**src/rtl/sample_fifo.sv**
```systemverilog
// Synchronous sample FIFO with a registered read port, level-derived status flags,
// sticky overflow/underflow errors, and a selectable drop-new or overwrite-oldest policy when full.
module sample_fifo #(
    parameter int DATA_WIDTH = 16,
    parameter int ADDR_WIDTH = 4,
    parameter int AFULL_LVL  = (2 ** ADDR_WIDTH) - 2,
    parameter int AEMPTY_LVL = 1,
    parameter int OVERWRITE  = 0
) (
    input  logic                  clk,
    input  logic                  rst,
    input  logic [DATA_WIDTH-1:0] data_in,
    input  logic                  we,
    input  logic                  re,
    input  logic                  flush,
    input  logic                  clr_err,
    output logic [DATA_WIDTH-1:0] data_out,
    output logic                  data_valid,
    output logic [ADDR_WIDTH:0]   level,
    output logic                  empty,
    output logic                  full,
    output logic                  almost_empty,
    output logic                  almost_full,
    output logic                  overflow,
    output logic                  underflow
);

    localparam int DEPTH = 2 ** ADDR_WIDTH;
    localparam int LW    = ADDR_WIDTH + 1;
    localparam logic OVW = (OVERWRITE != 0);

    logic [DATA_WIDTH-1:0] r_mem [DEPTH];
    logic [DATA_WIDTH-1:0] r_data_out;
    logic                  r_data_valid;
    logic [ADDR_WIDTH-1:0] r_wr_ptr;
    logic [ADDR_WIDTH-1:0] r_rd_ptr;
    logic [LW-1:0]         r_level;
    logic                  r_overflow;
    logic                  r_underflow;

    logic          w_empty;
    logic          w_full;
    logic          w_rd_acc;
    logic          w_wr_acc;
    logic          w_full_wr;
    logic          w_rd_adv;
    logic          w_udf_evt;
    logic [LW-1:0] w_level_next;

    assign w_empty = (r_level == '0);
    assign w_full  = (r_level == LW'(DEPTH));

    always_comb begin
        w_rd_acc     = re & ~w_empty & ~flush;
        // Write while full with no read to make room: dropped or overwriting, but always an error.
        w_full_wr    = we & ~flush & w_full & ~w_rd_acc;
        w_wr_acc     = we & ~flush & (~w_full | w_rd_acc | OVW);
        w_rd_adv     = w_rd_acc | (w_full_wr & OVW);
        w_udf_evt    = re & w_empty & ~flush;
        w_level_next = r_level;
        case ({w_wr_acc, w_rd_acc})
            2'b10:   if (!w_full) w_level_next = r_level + LW'(1);
            2'b01:   w_level_next = r_level - LW'(1);
            default: w_level_next = r_level;
        endcase
    end

    // Memory is intentionally left out of reset so it maps onto block RAM.
    always_ff @(posedge clk) begin
        if (!rst && w_wr_acc) begin
            r_mem[r_wr_ptr] <= data_in;
        end
    end

    // Read-first: a same-cycle write to the read address returns the old word.
    always_ff @(posedge clk) begin
        if (rst) begin
            r_data_out   <= '0;
            r_data_valid <= 1'b0;
        end else begin
            r_data_valid <= w_rd_acc;
            if (w_rd_acc) begin
                r_data_out <= r_mem[r_rd_ptr];
            end
        end
    end

    always_ff @(posedge clk) begin
        if (rst) begin
            r_wr_ptr    <= '0;
            r_rd_ptr    <= '0;
            r_level     <= '0;
            r_overflow  <= 1'b0;
            r_underflow <= 1'b0;
        end else if (flush) begin
            r_wr_ptr <= '0;
            r_rd_ptr <= '0;
            r_level  <= '0;
        end else begin
            if (w_wr_acc) r_wr_ptr <= r_wr_ptr + ADDR_WIDTH'(1);
            if (w_rd_adv) r_rd_ptr <= r_rd_ptr + ADDR_WIDTH'(1);
            r_level     <= w_level_next;
            r_overflow  <= (r_overflow & ~clr_err) | w_full_wr;
            r_underflow <= (r_underflow & ~clr_err) | w_udf_evt;
        end
    end

    assign data_out     = r_data_out;
    assign data_valid   = r_data_valid;
    assign level        = r_level;
    assign empty        = w_empty;
    assign full         = w_full;
    assign almost_full  = (r_level >= LW'(AFULL_LVL));
    assign almost_empty = (r_level <= LW'(AEMPTY_LVL));
    assign overflow     = r_overflow;
    assign underflow    = r_underflow;

endmodule

```
**config.mk**
```make
export PLATFORM = sky130hd
export DESIGN_NAME = sample_fifo
export DESIGN_NICKNAME = d
export VERILOG_FILES = /design/src/rtl/sample_fifo.sv
export SDC_FILE = /design/constraint.sdc
export NUM_CORES = 1
export LEC_CHECK = 0
export CORE_UTILIZATION = 39
export DETAILED_ROUTE_END_ITERATION = 12
export PLACE_DENSITY = 0.66
export REMOVE_ABC_BUFFERS = 1
export SYNTH_ARGS = -nofsm -noshare
export SYNTH_HDL_FRONTEND = slang
export SYNTH_SLANG_ARGS = --single-unit
```
**constraint.sdc**
```tcl
create_clock -name clk -period 4.1 [get_ports clk]
set_input_delay 1.23 -clock clk [delete_from_list [all_inputs] [get_ports clk]]
set_output_delay 1.23 -clock clk [all_outputs]
set_load 0.05 [all_outputs]
```
Yosys cells after proc, flatten, opt, wreduce, memory -nomap -nowiden
Memory sizes are Yosys's and may differ from the RTL's. A register that Yosys moved wholly into a read port is not among the register bits. Index checks and enable logic that the tools add are counted.

Bitwise gates (word level): 18. Magnitude comparators: 2. Reductions and logical operators: 6. Equal/unequal tests: 4. Muxes and demuxes: 4. Add/sub/neg operators: 4.

Operators with widths (count): AND 1 bit (10); case mux 5 bit (2 select lines) (1); adder 4 x 1 -> 4 bit (second input constant) (2); adder 5 x 1 -> 5 bit (second input constant) (1); == test 5 bit (second input constant) (1); greater-or-equal comparator 5 x 4 -> 1 bit (second input constant) (1); <= comparator 5 x 1 -> 1 bit (second input constant) (1); zero test 5 bit (1); 2-to-1 mux 5 bit (1); inverter 1 bit (5); subtractor 5 x 1 -> 5 bit (second input constant) (1); bitwise OR 1 bit (3); == test 2 x 1 -> 1 bit (second input constant) (1); == test 2 bit (second input constant) (1); 2-to-1 mux 1 bit (2); != test 2 bit (second input constant) (1); AND reduction 2 bit (1); nonzero test 2 bit (1); OR reduction 2 bit (1); logical AND 1 bit (1); zero test 1 bit (1).

Output and inout bits: 28. Memory bits (writable): 256. Memories kept: 1. Logic and storage cells: 45. Register bits after elaboration: 16. Input port bits: 22.

Memory list: r_mem (words 16, width 16, rd ports 1, clocked after Yosys merged registers in 1, write ports 1, line 32) `logic [DATA_WIDTH-1:0] r_mem [DEPTH];`.

Logic depth before layout (Yosys ltp)
Gate-level depths: netlist (run 1).

Depth in word-level cells: 9. Mapped depth: 9. Mapped depth without buffers: 7.

Worst setup path before layout (run 1)
No wires, ideal clock.

Kind: reg-to-output. From: register r_level[0] (netlist: level[0]). To: output almost_empty. Arrival time: 2.445 ns. Required time: 2.870 ns. Path slack: 0.425 ns. Stages on the path, launching flop included: 4. Path through: dfxtp_1 > ha_1 > a21oi_1 > nor4_1.

Longest elaborated chain between the ends: 1.

Ends and longest elaborated chain: start, declared (line 37) `logic [LW-1:0] r_level;`; start signal, assigned (line 102) `r_level <= w_level_next;`; <= comparator 5 x 1 -> 1 bit (line 114) `assign almost_empty = (r_level <= LW'(AEMPTY_LVL));`; end, declared (line 22) `output logic almost_empty,`.

No other way between the ends.

Worst setup path after layout (run 1)
From: register r_level[1] (netlist: level[1]). To: output full.

Longest elaborated chain between the ends: 1.

Ends and longest elaborated chain: == test 5 bit (line 51) `assign w_full = (r_level == LW'(DEPTH));`; end, declared (line 21) `output logic full,`.

No other way between the ends.

==> flow_summary.json, run 1 <==
{
  "status": "completed",
  "syn_to_final_growth_pct": 19.4,
  "cts_max_path_buffers": 3,
  "max_cap_violations": 0,
  "setup.worst_path.start": "level[1]$_SDFFE_PP0P_",
  "via_per_inst": 5.51,
  "grt_antenna_before_repair": 0,
  "finalWorstSetupSlack_ns": 0.288,
  "crit_type": "register to output port",
  "synth_seq_cells": 288,
  "htreeDepth": 1,
  "yosysWarnings": 0,
  "synth_cell_types": 44,
  "drt-met1-wl_microns": 11100,
  "cts_setup_buffers": 0,
  "final_area_sq_mm": 0.0134,
  "slew_headroom_pct": 26.1,
  "synth_top_area_share_pct": 68.3,
  "core_sq_mm": 0.0281,
  "critPathCaptureType": "output port",
  "worst_slew_pin_slew_ns": 1.11,
  "dpl_cell_area_sq_mm": 0.0125,
  "die_y_microns": 172,
  "drt_iter0_drc": 546,
  "place.gp.congestion": 0.829,
  "first_pass_iters": 5,
  "fin_skew_ns": 0.0136,
  "async_flop_share_pct": 0,
  "highest_layer": "met4",
  "numCtsBuffers": 29,
  "synth_area_sq_mm": 0.0113,
  "synth_cells": 563,
  "peakVddDrop_v": 0.000267,
  "critPathMaxFanout": 10,
  "dieArea_sq_mm": 0.0295,
  "synth_seq_area_share_pct": 74.0,
  "clock_latency_ns": 0.54,
  "hold_class": "register to register",
  "grt_pass1_wl_microns": 37600,
  "setup-violations-final": 0,
  "final_nets": 673,
  "r2r_start": "level[0]$_SDFFE_PP0P_",
  "fmax_ghz": 0.262,
  "hold_slack_ns": 0.508,
  "fillers": 2375,
  "ant_nets": 0,
  "leakage_uw": 0.00410,
  "drc": 0,
  "synth_ff_type": "edfxtp_1",
  "grt_remaining_overflow": 0,
  "cp_data_arrival_time_ns": 2.58,
  "core.rowCount": 61,
  "diodes": 0,
  "place_inst": 988,
  "grt_max_degree": 50,
  "min_from": "overflow$_SDFFE_PP0N_",
  "period_minus_slack_ns": 3.81,
  "pre_cts_ws_ns": 0.655,
  "wl_per_cell_microns": 24.4,
  "finalPower_uw": 5830,
  "wirelength_microns": 25400,
  "grt_usage_pct": 17.8,
  "stdcell_count": 1041,
  "report.final.slew_viol_count": 0,
  "cts_tree": "built",
  "ctsRootBufferMaster": "clkbuf_16",
  "rsz0062_at_grt": "no",
  "grt_pass1_vias": 5899,
  "dr_wl_met2_microns": 12200,
  "crit_path_start_kind": "register",
  "required_ns": 2.87,
  "die_w_microns": 172,
  "hold_buffers": 0,
  "vias": 5738,
  "drive_above_1_share_pct": 25.0,
  "met3_length_microns": 1640,
  "cts_sinks": 288,
  "port_buffers": 49,
  "synth_top_area_cell": "edfxtp_1",
  "hold_violations": 0,
  "synthTopCellsByArea": "edfxtp_1 68%, mux4_2 13%, dfxtp_1 5.7%",
  "boundaryPins": 50,
  "synth-edff-count": 256,
  "period_share_pct": 93.0,
  "power_density_mw_per_mm2": 434,
  "clk_pin_slew_worst_paths_ns": 0.06,
  "start_util_pct": 40.1,
  "dp_hpwl_microns": 15800,
  "avgSynthCellArea_sq_um": 20.0
}
[kinds of logic after synthesis]
family                   synth area share, %
AND/OR/NAND/NOR                         4.18
AO/OA/AOI/OAI                           2.62
buffers and inverters                   1.63
flip-flops                              74.0
adder cells (fa/ha/maj)                 1.11
multiplexers                            16.1
XOR/XNOR                               0.389
[path summary, 6_finish.rpt]
| path | to | slack (ns) | cells past startpoint |
|---|---|---|---|
| setup / recovery | full | 0.29 | 5 |
| hold / removal | overflow$_SDFFE_PP0N_ | 0.51 | 2 |
| setup reg to reg | r_mem[3][7]$_DFFE_PP_ | 1.57 | 9 |
| hold reg to reg | overflow$_SDFFE_PP0N_ | 0.51 | 2 |
[critical path, cell delays in order (launching register included)]
cell	delay, ns
dfxtp_1	0.37
inv_1	0.18
ha_1	0.19
nor4bb_2	0.26
buf_4	0.22
clkdlybuf4s50_1	0.82
[area by class of cell]
class                      count  area, sq um  area share, %
clock buffer                  38          779           5.80
clock inverter                15          108          0.801
inverter                       7         26.3          0.196
multi-input combinational    235         2800           20.8
sequential                   288         8330           62.0
tap                          378          473           3.52
timing repair buffer          80          913           6.80
[report_power, final]
group	switching (uW)	internal, uW
combinational	107	51.9
clock	1060	1400
sequential	6.89	3200
[cell usage after synthesis, types with 6 or more instances]
library cell and count:
clkbuf_1 15, ha_1 10, nand3b_1 16, nor2_1 24, nor3_1 9, nand2_1 9, mux2i_1 35, o221ai_1 16
inv_1 6, dfxtp_1 32, nand2b_1 6, edfxtp_1 256, nand3_1 6, buf_2 12, mux4_2 64
[per-layer routing]
layer	vias to the layer above	track usage, %
li1	2458	-
met1	3041	25.4
met2	203	28.4
met3	36	2.72
met4	0	4.81
met5	-	0
[layout by cell type (no fill, tap or decap), drive strengths merged, types with 2 or more instances in the layout]
master	synthesis	final
clkbuf	15	38
o221ai	16	16
a21oi	3	3
clkinv	0	11
o21ai	3	3
edfxtp	256	256
o21a	2	2
dfxtp	32	32
nand3b	16	16
clkdlybuf4s50	0	48
xor2	2	2
nand3	6	6
a22oi	3	3
xnor2	3	3
inv	7	8
mux4	64	64
mux2i	35	35
clkinvlp	0	2
nand2	9	9
or3	3	3
nand2b	6	6
nor2	24	24
a211oi	4	4
buf	18	31
nor4	2	2
nor3	10	10
ha	10	10
[registers in the layout, summed over array words and instances (netlist names)]
register    count
data_out       16
data_valid      1
level           5
overflow        1
r_mem         256
r_rd_ptr        4
r_wr_ptr        4
underflow       1
[timing repair]
| item | in CTS | in global routing |
|---|---|---|
| endpoints found under the setup margin | 0 | 1 |
| gates resized for setup | 0 | 1 |
| endpoints found under the hold margin | 0 | 0 |
[per-stage QoR]
step / setup TNS (ns) / util (%)
after floorplan: -106.67 / -
after global placement: 0 / 44.7
after detailed placement: 0 / 44.7
after CTS: 0 / 47.8
after global routing: 0 / 47.8
final: 0 / 47.8
Note: power is estimated with default switching activity, not from simulation.
==> run 2: changes to the inputs <==
- DONT_BUFFER_PORTS: default -> 1
- PLACE_DENSITY: 0.66 -> 0.64
==> flow_summary.json, run 2 (synthesis results as in run 1) <==
{
  "critPathCaptureType": "output port",
  "cts_setup_buffers": 0,
  "finalWorstSetupSlack_ns": 0.673,
  "grt_antenna_before_repair": 0,
  "wirelength_microns": 25100,
  "swShare_pct": 19.4,
  "wl_per_cell_microns": 25.4,
  "grt_pass1_wl_microns": 36700,
  "peakVddDrop_v": 0.000299,
  "start_util_pct": 40.1,
  "top_register": "r_mem",
  "power_density_mw_per_mm2": 445,
  "largest_reg_flops": 256,
  "ctsRootBufferMaster": "clkbuf_16",
  "slowest_stage": "or4b_4",
  "port_buffers": 0,
  "finalPower_uw": 5670,
  "diodes": 0,
  "clock_latency_ns": 0.54,
  "cts_tree": "built",
  "fmax_ghz": 0.292,
  "status": "completed",
  "die_w_microns": 172,
  "crit_family": "buffers and inverters",
  "crit_type": "register to output port",
  "drc": 0,
  "cpPeakStageDelay_ns": 0.54,
  "place.gp.congestion": 0.755,
  "via_per_inst": 5.55,
  "vias": 5482,
  "crit_buf_inv": 3,
  "p_comb_share_pct": 1.2,
  "critPathMaxFanout": 7,
  "grt_pass1_vias": 5575,
  "first_pass_iters": 4,
  "fin_setup_tns_ns": 0,
  "dieArea_sq_mm": 0.0295,
  "fin_skew_ns": 0.0107,
  "drive_above_1_share_pct": 26.1,
  "utilization_pct": 45.3,
  "leakage_uw": 0.00385,
  "numCtsBuffers": 29,
  "max_cap_violations": 0,
  "syn_to_final_growth_pct": 13.1,
  "period_share_pct": 83.6,
  "final_nets": 621,
  "required_ns": 2.87,
  "drt_iter0_drc": 447,
  "p_seq_share_pct": 56.8,
  "grt_max_degree": 41,
  "cp_data_arrival_time_ns": 2.20,
  "most-common-layout-cells": "256 x edfxtp_1, 64 x mux4_2, 35 x mux2i_1, 29 x clkbuf_16, 29 x dfxtp_1",
  "core.rowCount": 61,
  "fillers": 2401,
  "period_minus_slack_ns": 3.43,
  "hold_class": "register to register",
  "report.final.slew_viol_count": 0,
  "rsz0062_at_grt": "no",
  "slew_headroom_pct": 24.6,
  "seqCellArea_sq_mm": 0.00833,
  "dp_hpwl_microns": 15600,
  "grt_usage_pct": 17.6,
  "final_common_cell": "edfxtp_1",
  "setup-violations-final": 0,
  "core_sq_mm": 0.0281,
  "multi_input_area_sq_mm": 0.00281,
  "crit_path_start_kind": "register",
  "pre_cts_ws_ns": 1.12,
  "p_int_uw": 4570,
  "boundaryPins": 50,
  "hold_violations": 0,
  "cts_resized": 0,
  "path_cells": "buf_4 > inv_1 > ha_1 > or4b_4 > inv_2",
  "cts_max_path_buffers": 3,
  "die_y_microns": 172,
  "p_switching_uw": 1100,
  "hold_buffers": 0,
  "ant_nets": 0,
  "grt_remaining_overflow": 0,
  "clk_pin_slew_worst_paths_ns": 0.06,
  "pwr-share-clk_pct": 42.1,
  "cts_sinks": 288,
  "worst_slew_pin_slew_ns": 1.13,
  "htreeDepth": 1
}
[run 2: changes by cell type in the layout (fill, tap and decap cells not counted), moves of 4 or more]
cell             change
clkdlybuf4s50_1     -48
clkinv_1             +5
clkinv_2             -4
buf_4               +11
buf_12              -14
[run 2: path summary, 6_finish.rpt]
check                                 from  slack [ns]  cells after the start                       end
setup / recovery     level[1]$_SDFFE_PP0P_        0.67                      5                     empty
hold / removal    r_rd_ptr[3]$_SDFFE_PP0N_        0.50                      2  r_rd_ptr[3]$_SDFFE_PP0N_
setup reg to reg     level[1]$_SDFFE_PP0P_        1.23                      8  data_out[0]$_SDFFE_PP0N_
hold reg to reg   r_rd_ptr[3]$_SDFFE_PP0N_        0.50                      2  r_rd_ptr[3]$_SDFFE_PP0N_
[run 2: power groups by stage]
stage	logic, uW	clock network [uW]	registers (uW)
finish	65.3	2380	3220
floorplan	44.5	0	3280
CTS	66.0	2430	3220
global route	70.4	2540	3220
global placement	64.1	0	3280
detailed placement	65.7	0	3280
[run 2: worst min-delay path: stages, from the launching register on]
cell     delay (ns)
dfxtp_1        0.32
o21ai_0        0.07
a21oi_1        0.06
[run 2: cell type report]
cell class              count  share of cell area, %
flip-flops and latches    288                   65.5
repair buffers             28                   1.75
well taps                 378                   3.72
clock inverters            14                  0.521
multi-input cells         235                   22.1
inverters                   7                  0.206
clock buffers              38                   6.20
[run 2: per-stage QoR]
stage	instance area, sq um	cells	hold slack [ns]
after CTS	12700	988	0.499
after floorplan	11100	530	0.467
final	12700	988	0.496
after global routing	12700	988	0.544
after global placement	11900	936	0.481
after detailed placement	11900	936	0.491
[run 2: layer usage]
layer	track usage, %	vias up	wire, microns
met5	0	-	0
met4	5.58	0	807
met3	3.85	43	1740
met2	29.8	191	12500
met1	22.5	2896	10100
li1	-	2352	-
